--- src/rtl/io_countdown_timer_if.sv ---
// io_bus_interface
//
// Purpose: memory-mapped peripheral bus between the processor's io_bus
// master port and its targets. Strobes are single-cycle; read data is
// returned by the target one cycle after read_en.
//
// Signals:
//   write_en    initiator -> target  1   write strobe
//   read_en     initiator -> target  1   read strobe
//   address     initiator -> target  32  byte address
//   write_data  initiator -> target  32  write data
//   read_data   target -> initiator  32  read data, valid the cycle after read_en
interface io_bus_interface;
    logic        write_en;
    logic        read_en;
    logic [31:0] address;
    logic [31:0] write_data;
    logic [31:0] read_data;

    modport initiator (
        output write_en,
        output read_en,
        output address,
        output write_data,
        input  read_data
    );

    modport target (
        input  write_en,
        input  read_en,
        input  address,
        input  write_data,
        output read_data
    );
endinterface

--- src/rtl/io_countdown_timer.sv ---
// io_countdown_timer
//
// Purpose: programmable countdown timer peripheral on the io_bus. A 32-bit
// prescaler divides the clock into ticks; each tick decrements COUNT. When a
// tick lands on COUNT==1 the timer expires: STATUS.expired is set and COUNT
// either reloads from RELOAD (auto_reload) or goes idle at 0. The level
// interrupt is expired & irq_en.
//
// Register map (byte offsets from BASE_ADDRESS, full-address match):
//   +0x00 COUNT     R/W
//   +0x04 RELOAD    R/W
//   +0x08 CONTROL   R/W  [0]=enable [1]=auto_reload [2]=irq_en, others read 0
//   +0x0C STATUS    [0]=expired, read returns it, write 1 clears it
//   +0x10 PRESCALE  R/W
// Any other address reads 0 and ignores writes.
//
// Ports:
//   clk              in   clock
//   reset            in   asynchronous, active-high reset
//   io_bus           io_bus_interface.target (write_en, read_en, address,
//                    write_data in; read_data out, registered, 1-cycle latency)
//   timer_interrupt  out  level interrupt, expired & irq_en
module io_countdown_timer #(
    parameter logic [31:0] BASE_ADDRESS = 32'hffff_0100
) (
    input  logic            clk,
    input  logic            reset,
    io_bus_interface.target io_bus,
    output logic            timer_interrupt
);

    localparam logic [31:0] ADDR_COUNT    = BASE_ADDRESS + 32'h0000_0000;
    localparam logic [31:0] ADDR_RELOAD   = BASE_ADDRESS + 32'h0000_0004;
    localparam logic [31:0] ADDR_CONTROL  = BASE_ADDRESS + 32'h0000_0008;
    localparam logic [31:0] ADDR_STATUS   = BASE_ADDRESS + 32'h0000_000C;
    localparam logic [31:0] ADDR_PRESCALE = BASE_ADDRESS + 32'h0000_0010;

    // ------------------------------------------------------------------
    // State
    // ------------------------------------------------------------------
    logic [31:0] count_q,     count_d;
    logic [31:0] reload_q,    reload_d;
    logic [31:0] prescale_q,  prescale_d;
    logic [31:0] psc_cnt_q,   psc_cnt_d;
    logic        enable_q,    enable_d;
    logic        auto_rld_q,  auto_rld_d;
    logic        irq_en_q,    irq_en_d;
    logic        expired_q,   expired_d;
    logic [31:0] read_data_q, read_data_d;

    // ------------------------------------------------------------------
    // Address decode
    // ------------------------------------------------------------------
    logic sel_count;
    logic sel_reload;
    logic sel_control;
    logic sel_status;
    logic sel_prescale;

    always_comb begin
        sel_count    = (io_bus.address == ADDR_COUNT);
        sel_reload   = (io_bus.address == ADDR_RELOAD);
        sel_control  = (io_bus.address == ADDR_CONTROL);
        sel_status   = (io_bus.address == ADDR_STATUS);
        sel_prescale = (io_bus.address == ADDR_PRESCALE);
    end

    logic wr_count;
    logic wr_reload;
    logic wr_control;
    logic wr_status;
    logic wr_prescale;

    always_comb begin
        wr_count    = io_bus.write_en && sel_count;
        wr_reload   = io_bus.write_en && sel_reload;
        wr_control  = io_bus.write_en && sel_control;
        wr_status   = io_bus.write_en && sel_status;
        wr_prescale = io_bus.write_en && sel_prescale;
    end

    // ------------------------------------------------------------------
    // Prescaler
    // ------------------------------------------------------------------
    // A tick is produced on the cycle the prescale counter reaches PRESCALE,
    // so PRESCALE=N yields one tick every N+1 enabled cycles.
    logic tick;

    always_comb begin
        tick = enable_q && (psc_cnt_q == prescale_q);
    end

    always_comb begin
        psc_cnt_d = psc_cnt_q;
        if (wr_control || wr_prescale) begin
            // Reconfiguring restarts the prescale period from a clean phase.
            psc_cnt_d = 32'd0;
        end else if (enable_q) begin
            psc_cnt_d = tick ? 32'd0 : psc_cnt_q + 32'd1;
        end
    end

    // ------------------------------------------------------------------
    // Counter and expiry
    // ------------------------------------------------------------------
    // A software COUNT write overrides whatever the tick would have done,
    // including suppressing an expiry that would otherwise fire this cycle.
    logic expire_evt;

    always_comb begin
        expire_evt = tick && (count_q == 32'd1) && !wr_count;
    end

    always_comb begin
        count_d = count_q;
        if (wr_count) begin
            count_d = io_bus.write_data;
        end else if (tick) begin
            if (count_q > 32'd1) begin
                count_d = count_q - 32'd1;
            end else if (count_q == 32'd1) begin
                count_d = auto_rld_q ? reload_q : 32'd0;
            end
        end
    end

    // Expiry has priority over the write-1-to-clear so an event is never lost.
    always_comb begin
        expired_d = expired_q;
        if (expire_evt) begin
            expired_d = 1'b1;
        end else if (wr_status && io_bus.write_data[0]) begin
            expired_d = 1'b0;
        end
    end

    // ------------------------------------------------------------------
    // Configuration registers
    // ------------------------------------------------------------------
    always_comb begin
        reload_d   = wr_reload   ? io_bus.write_data : reload_q;
        prescale_d = wr_prescale ? io_bus.write_data : prescale_q;
        enable_d   = enable_q;
        auto_rld_d = auto_rld_q;
        irq_en_d   = irq_en_q;
        if (wr_control) begin
            enable_d   = io_bus.write_data[0];
            auto_rld_d = io_bus.write_data[1];
            irq_en_d   = io_bus.write_data[2];
        end
    end

    // ------------------------------------------------------------------
    // Read-back
    // ------------------------------------------------------------------
    // The mux sees the current (pre-write) register values, so a read issued
    // together with a write to the same register returns the old contents.
    logic [31:0] rd_mux;

    always_comb begin
        rd_mux = 32'd0;
        if (sel_count) begin
            rd_mux = count_q;
        end else if (sel_reload) begin
            rd_mux = reload_q;
        end else if (sel_control) begin
            rd_mux = {29'd0, irq_en_q, auto_rld_q, enable_q};
        end else if (sel_status) begin
            rd_mux = {31'd0, expired_q};
        end else if (sel_prescale) begin
            rd_mux = prescale_q;
        end
    end

    // read_data only updates on a read strobe and otherwise holds.
    always_comb begin
        read_data_d = io_bus.read_en ? rd_mux : read_data_q;
    end

    // ------------------------------------------------------------------
    // Registers
    // ------------------------------------------------------------------
    always_ff @(posedge clk or posedge reset) begin
        if (reset) begin
            count_q     <= 32'd0;
            reload_q    <= 32'd0;
            prescale_q  <= 32'd0;
            psc_cnt_q   <= 32'd0;
            enable_q    <= 1'b0;
            auto_rld_q  <= 1'b0;
            irq_en_q    <= 1'b0;
            expired_q   <= 1'b0;
            read_data_q <= 32'd0;
        end else begin
            count_q     <= count_d;
            reload_q    <= reload_d;
            prescale_q  <= prescale_d;
            psc_cnt_q   <= psc_cnt_d;
            enable_q    <= enable_d;
            auto_rld_q  <= auto_rld_d;
            irq_en_q    <= irq_en_d;
            expired_q   <= expired_d;
            read_data_q <= read_data_d;
        end
    end

    // ------------------------------------------------------------------
    // Outputs
    // ------------------------------------------------------------------
    // Built only from flops, so the interrupt is glitch-free and has no
    // added latency beyond the expiry register itself.
    assign timer_interrupt  = expired_q & irq_en_q;
    assign io_bus.read_data = read_data_q;

endmodule

--- src/flat_wrapper.sv ---
// flat-port wrapper written by rule: the top's interface ports become plain ports
module io_countdown_timer_flat 
#(
    parameter logic [31:0] BASE_ADDRESS = 32'hffff_0100
)
  (clk, reset, timer_interrupt, io_bus_write_en, io_bus_read_en, io_bus_address, io_bus_write_data, io_bus_read_data);
  io_bus_interface io_bus_i ();
  input  logic clk;
  input  logic reset;
  output logic timer_interrupt;
  input wire logic [$bits(io_bus_i.write_en)-1:0] io_bus_write_en;
  input wire logic [$bits(io_bus_i.read_en)-1:0] io_bus_read_en;
  input wire logic [$bits(io_bus_i.address)-1:0] io_bus_address;
  input wire logic [$bits(io_bus_i.write_data)-1:0] io_bus_write_data;
  output wire logic [$bits(io_bus_i.read_data)-1:0] io_bus_read_data;
  assign io_bus_i.write_en = io_bus_write_en;
  assign io_bus_i.read_en = io_bus_read_en;
  assign io_bus_i.address = io_bus_address;
  assign io_bus_i.write_data = io_bus_write_data;
  assign io_bus_read_data = io_bus_i.read_data;
  io_countdown_timer #(.BASE_ADDRESS(BASE_ADDRESS)) u_core (.clk(clk), .reset(reset), .io_bus(io_bus_i), .timer_interrupt(timer_interrupt));
endmodule
--- config.mk ---
export PLATFORM = sky130hd
export DESIGN_NAME = io_countdown_timer_flat
export DESIGN_NICKNAME = d
export VERILOG_FILES = /design/src/rtl/io_countdown_timer_if.sv /design/src/rtl/io_countdown_timer.sv /design/src/flat_wrapper.sv
export SDC_FILE = /design/constraint.sdc
export NUM_CORES = 1
export LEC_CHECK = 0
export CAP_MARGIN = 40
export CORE_MARGIN = 4
export CORE_UTILIZATION = 45
export CTS_CLUSTER_SIZE = 12
export DETAILED_ROUTE_END_ITERATION = 10
export GPL_TIMING_DRIVEN = 0
export PLACE_DENSITY = 0.76
export SLEW_MARGIN = 10
export SYNTH_ARGS = -nofsm -noshare
export SYNTH_HDL_FRONTEND = slang
export SYNTH_SLANG_ARGS = --single-unit
--- constraint.sdc ---
create_clock -name clk -period 13.4 [get_ports clk]
set_clock_uncertainty 0.15 [all_clocks]
set_input_delay 1.34 -clock clk [delete_from_list [all_inputs] [get_ports clk]]
set_output_delay 1.34 -clock clk [all_outputs]
set_load 0.01 [all_outputs]
Word-level counts from Yosys, hierarchy flattened. Index checks and enable logic that the tools add are counted.

Bits in registers: 164. Input bits: 68.

$add $sub $neg: 2. Order comparisons: 1. Equality and inequality tests: 7. Multiplexer cells: 15. Bitwise operators: 1. Reductions and logical operators: 16.

Operators with widths (number): two-way mux 32 bit (13); == test 32 bit, second input constant (5); adder 32 x 1 -> 32 bit, second input constant (1); == test 32 x 1 -> 1 bit, second input constant (1); == test 32 bit (1); greater-than comparator 32 x 1 -> 1 bit, second input constant (1); subtractor 32 x 1 -> 32 bit, second input constant (1); logical AND 1 bit (9); nonzero test 2 bit (3); nonzero test 3 bit (1); two-way mux 1 bit (2); AND reduction 2 bit (1); bitwise AND 1 bit (1); logical NOT 1 bit (1); logical OR 1 bit (1).

Logic depth before layout (Yosys ltp).
Depth in word-level cells: 6. Depth in mapped cells: 10. Depth with buffers taken out: 8.

Least setup slack after synthesis. OpenSTA, ideal clock, no wires.

Path kind: input-to-reg. Start point: input port io_bus_address[9]. End point: register u_core.reload_q[0]. Setup time: 128 ps. Data arrival time: 3008 ps. Setup slack: 10115 ps. Stages: 7. Path through: nor4b_1 -> and4_1 -> nand2_1 -> nor3_2 -> nand2_1 -> buf_2 -> mux2_1.

Cells in the longest elaborated chain, start to end: 2.

RTL lines: from (decl) (line flat_wrapper.sv:13) `input wire logic [$bits(io_bus_i.address)-1:0] io_bus_address;`; == test 32 bit (line io_countdown_timer.sv:62) `sel_reload = (io_bus.address == ADDR_RELOAD);`; logical AND 1 bit (line io_countdown_timer.sv:76) `wr_reload = io_bus.write_en && sel_reload;`; to (signal assigned) (line io_countdown_timer.sv:196) `reload_q <= reload_d;`; to (decl) (line io_countdown_timer.sv:42) `logic [31:0] reload_q, reload_d;`.

Every way passes these cells. A chain may end at the register's enable or synchronous reset.

Worst setup path after layout.
Start point: input port io_bus_address[19]. End point: register u_core.read_data_q[29] (netlist: u_core.io_bus.read_data[29]).

Cells in the longest elaborated chain, start to end: 6.

RTL lines: == test 32 bit (line io_countdown_timer.sv:65) `sel_prescale = (io_bus.address == ADDR_PRESCALE);`; two-way mux 32 bit (line io_countdown_timer.sv:170) `end else if (sel_prescale) begin`; two-way mux 32 bit (line io_countdown_timer.sv:168) `end else if (sel_status) begin`; two-way mux 32 bit (line io_countdown_timer.sv:166) `end else if (sel_control) begin`; two-way mux 32 bit (line io_countdown_timer.sv:164) `end else if (sel_reload) begin`; two-way mux 32 bit (*) (line io_countdown_timer.sv:162) `if (sel_count) begin`; to (signal assigned) (line io_countdown_timer.sv:203) `read_data_q <= read_data_d;`; to (decl) (line io_countdown_timer.sv:49) `logic [31:0] read_data_q, read_data_d;`.

Mark *: on every way between the ends. The rest lies on a longest branch, timed or not.

==> tab_implementation.tex <==
\begin{tabular}{lr}
\hline
Metric & Value \\
\hline
\multicolumn{2}{l}{\textbf{GRT}} \\
GRT Overall Usage & between 20\% and 30\% \\
Maximum number of pins on one net before global-route repair & about 110 \\
Initial antenna violation count & 0 \\
Vias in the first global route & slightly above 8000 \\
Global-route wire length before repair & $\sim$46000 um \\
Total grt overflow & 0 \\
\multicolumn{2}{l}{\textbf{Job}} \\
Max-cap violations & 0 \\
\multicolumn{2}{l}{\textbf{Timing}} \\
Tmin final & between 4 and 5 ns \\
Setup violations, final & 0 \\
Headroom to the max-slew limit & about 43\% \\
Maximum frequency from static timing analysis & roughly 240 MHz \\
Number of max-slew violations in the final report & 0 \\
Final hold violation count & 0 \\
Portion of the clock cycle consumed by the worst path in the final layout & between 30\% and 40\% \\
RSZ-0062 raised after global routing & false \\
Sum Neg Setup Slack & 0 ns \\
Least-Margin Pin Slew & 0.852 ns \\
\multicolumn{2}{l}{\textbf{Worst setup path}} \\
Top Family by Delay on Critical Path & simple AND/OR/NAND/NOR gates \\
Reg-to-reg setup timing slack & between 10 and 15 ns \\
R2R Path Start & u\_core.psc\_cnt\_q[0]\$\_DFFE\_PP0P\_ \\
Largest fanout on the critical path & 10 \\
Cell count of the worst reg-to-reg path & 8 \\
Nature of the critical path endpoint & flip-flop \\
CP Cell Sequence & clkdlybuf4s50\_1 > nand4\_1 > nor3\_1 > nand2\_1 > nor3\_2 > clkbuf\_1 > a222oi\_1 > a21oi\_1 \\
Maximum single-stage delay on the critical path & 0.66 ns \\
Setup CP Type & in2reg \\
Startpoint class of the critical path & primary input \\
Critical Path RT & $\sim$14 ns \\
Arrival time at the worst endpoint & between 4 and 5 ns \\
Number of buffer and inverter stages on the critical path & 2 \\
Critical-path top delay cell & clkbuf\_1 \\
Worst flop-to-flop path endpoint & u\_core.psc\_cnt\_q[10]\$\_DFFE\_PP0P\_ \\
\multicolumn{2}{l}{\textbf{Place}} \\
Estimated wirelength of the detail-placed design & around 22000 um \\
Inst Count DP & between 1000 and 1500 \\
Placer's final routability congestion estimate & around 1 \\
Count of port buffers added during placement & 99 \\
\multicolumn{2}{l}{\textbf{Yosys}} \\
Post-synth top area share & a little under half \\
Mapped Cells & between 900 and 1000 \\
Net count after synthesis & around 980 \\
Number of warnings issued by yosys & 0 \\
Post-synthesis average cell area & roughly 10 sq um \\
Number of distinct standard cells referenced by the synthesized netlist & 66 \\
Commonest cells in the synthesized netlist & dfrtp\_1 (164), nor2\_1 (107), xnor2\_1 (63), nand2\_1 (62), a21oi\_1 (50) \\
Fraction of the yosys area taken by sequential cells & a little under half \\
Most numerous cell in the Yosys netlist & dfrtp\_1 \\
Cell taking the most area after synthesis & dfrtp\_1 \\
Flip-flop cell with the highest count after synthesis & dfrtp\_1 \\
Number of enable flip-flop cells after synthesis & 0 \\
Area contributors post-synth & dfrtp\_1 (45\%), xnor2\_1 (6.1\%), mux2\_1 (4.6\%) \\
Ys async rst share & between 90\% and 100\% \\
Number of storage elements in the synthesis netlist & between 150 and 200 \\
Cell Area, Synth & slightly above 0.009 sq mm \\
\multicolumn{2}{l}{\textbf{Finish}} \\
Synth-to-layout area growth & 22.1\% \\
Fill cell count & between 1500 and 2000 \\
Layout cell share with drive strength beyond 1 & 10.5\% \\
Register area & just over 0.004 sq mm \\
Final standard cell utilization of the core & between 50\% and 60\% \\
Layout Cells excl Fill & roughly 1300 \\
Final \#Nets & 1100 \\
Multi-input logic area & roughly 0.0047 sq mm \\
Antenna diode instance count & 0 \\
\multicolumn{2}{l}{\textbf{Worst hold path}} \\
Path class of the lowest-slack min-delay path & reg2reg \\
Launch instance of the worst min-delay path & u\_core.reload\_q[12]\$\_DFFE\_PP0P\_ \\
End of the worst hold path & u\_core.reload\_q[12]\$\_DFFE\_PP0P\_ \\
Worst hold path depth & 1 \\
\multicolumn{2}{l}{\textbf{Clock tree}} \\
Hold bufs inserted after CTS & 0 \\
Root Driver & clkbuf\_16 \\
Clock sinks & between 150 and 200 \\
Setup Buffers After CTS & 0 \\
Count of cells resized by post-cts repair & 0 \\
Total clock buffers created by CTS & 17 \\
Insertion delay to the later sink of the worst-skew pair & around 0.44 ns \\
Count of H-tree levels built during CTS & 4 \\
Clock tree from TritonCTS & built \\
Clock slew seen by the registers of the worst setup and hold paths & about 0.070 ns \\
Number of buffers on the longest clock path & 2 \\
\multicolumn{2}{l}{\textbf{Detailed routing}} \\
Vias per std cell & roughly 6.2 \\
Total vias in the final route & 8145 \\
Detail Route Antenna Nets & 0 \\
Router iterations before antenna repair & 7 \\
\# DRC & 0 \\
Detailed Route WL & roughly 30000 um \\
Routed len/inst & $\sim$23 um \\
1st-iter DRT viols & about 1100 \\
\multicolumn{2}{l}{\textbf{Power}} \\
Cell leakage power & roughly 0.0046 uW \\
Power Dens Cells & roughly 100 mW/mm\^{}2 \\
Max rail drop VDD & 0.0000765 V \\
\multicolumn{2}{l}{\textbf{Floorplanning}} \\
DIE WIDTH & roughly 150 um \\
Number of top-level pins & 101 \\
Y dimension of the die & roughly 150 um \\
Die area & approximately 0.023 sq mm \\
Initial Util & a little under half \\
Rows & slightly above 50 \\
Area of the core & 0.0197 sq mm \\
\multicolumn{2}{l}{\textbf{Run status}} \\
Status & finished, final reports clean \\
\hline
\end{tabular}
==> how the worst max path moves through the flow <==
stage	start	slack (ns)	cells after the start	end
finish	io_bus_address[19]	9.18	8	u_core.io_bus.read_data[29]$_DFFE_PP0P_
CTS	io_bus_address[9]	9.25	8	u_core.count_q[24]$_DFFE_PP0P_
detailed placement	io_bus_address[9]	8.83	8	u_core.count_q[24]$_DFFE_PP0P_
global route	io_bus_address[9]	9.06	8	u_core.count_q[29]$_DFFE_PP0P_
floorplan	reset	7.48	1	u_core.auto_rld_q$_DFFE_PP0P_
global placement	reset	5.13	2	u_core.psc_cnt_q[24]$_DFFE_PP0P_
==> cell usage in the layout, fill, tap and decap left out, types with 14 or more instances in the layout <==
cell | Yosys | layout
nand4_1 | 21 | 21
mux2_2 | 30 | 30
nand3_1 | 42 | 42
nor4_1 | 14 | 14
clkdlybuf4s50_1 | 0 | 99
mux2_1 | 37 | 37
a222oi_1 | 29 | 29
a21oi_1 | 50 | 50
buf_2 | 18 | 18
nor3_1 | 28 | 28
clkbuf_16 | 0 | 17
nand2_1 | 62 | 62
dfrtp_1 | 164 | 164
xnor2_1 | 63 | 63
nor2_1 | 107 | 107
clkbuf_1 | 38 | 38
==> flip-flops by register name (all words and copies together) (netlist names), 32 cells and up <==
name and cells:
u_core.prescale_q 32, u_core.psc_cnt_q 32, u_core.count_q 32, u_core.reload_q 32, u_core.io_bus.read_data 32
==> area by class of cell <==
class	instances	area share (%)
inverters	11	0.440
repair buffers	100	9.17
clock inverters	13	1.77
well taps	265	2.99
multi-input cells	671	42.2
plain buffers	64	2.40
flip-flops and latches	164	37.0
clock buffers	19	4.08
==> power breakdown <==
part	switching (uW)	internal [uW]	total [uW]	leakage, uW
Sequential	4.27	501	506	0.00218
Combinational	32.0	33.7	65.8	0.00212
Clock	216	325	541	0.000304
Total	252	860	1110	0.00461
==> cells by family (layout without fill, tap and decap cells) <==
kind of cell | count (synthesis) | in the layout | share of synthesized area, %
compound gates | 174 | 174 | 14.2
xor+xnor | 69 | 69 | 6.64
fa+ha+maj | 3 | 3 | 0.413
buf+inv | 75 | 207 | 3.38
flops | 164 | 164 | 45.1
mux | 69 | 69 | 8.52
simple gates | 356 | 356 | 21.7
==> metal layers <==
metal	track usage [%]	vias to the layer above	wire, um	share of wire [%]
li1	-	3645	-	-
met1	35.1	3967	11700	39
met2	43.2	452	14000	47
met3	7.77	81	3310	11
met4	9.70	0	984	3.3
met5	0	-	0	0
==> per-stage QoR <==
stage               hold slack [ns]  power [uW]  cell area [sq um]  worst slack, ns
finish                        0.364        1110              11100             9.18
floorplan                     0.327         535               9090             7.48
detailed placement            0.349         581              10500             8.83
CTS                           0.365        1120              11100             9.25
global route                  0.372        1150              11100             9.06
global placement              0.345         579              10400             5.13
No activity file was read; power rests on OpenSTA's default activity.
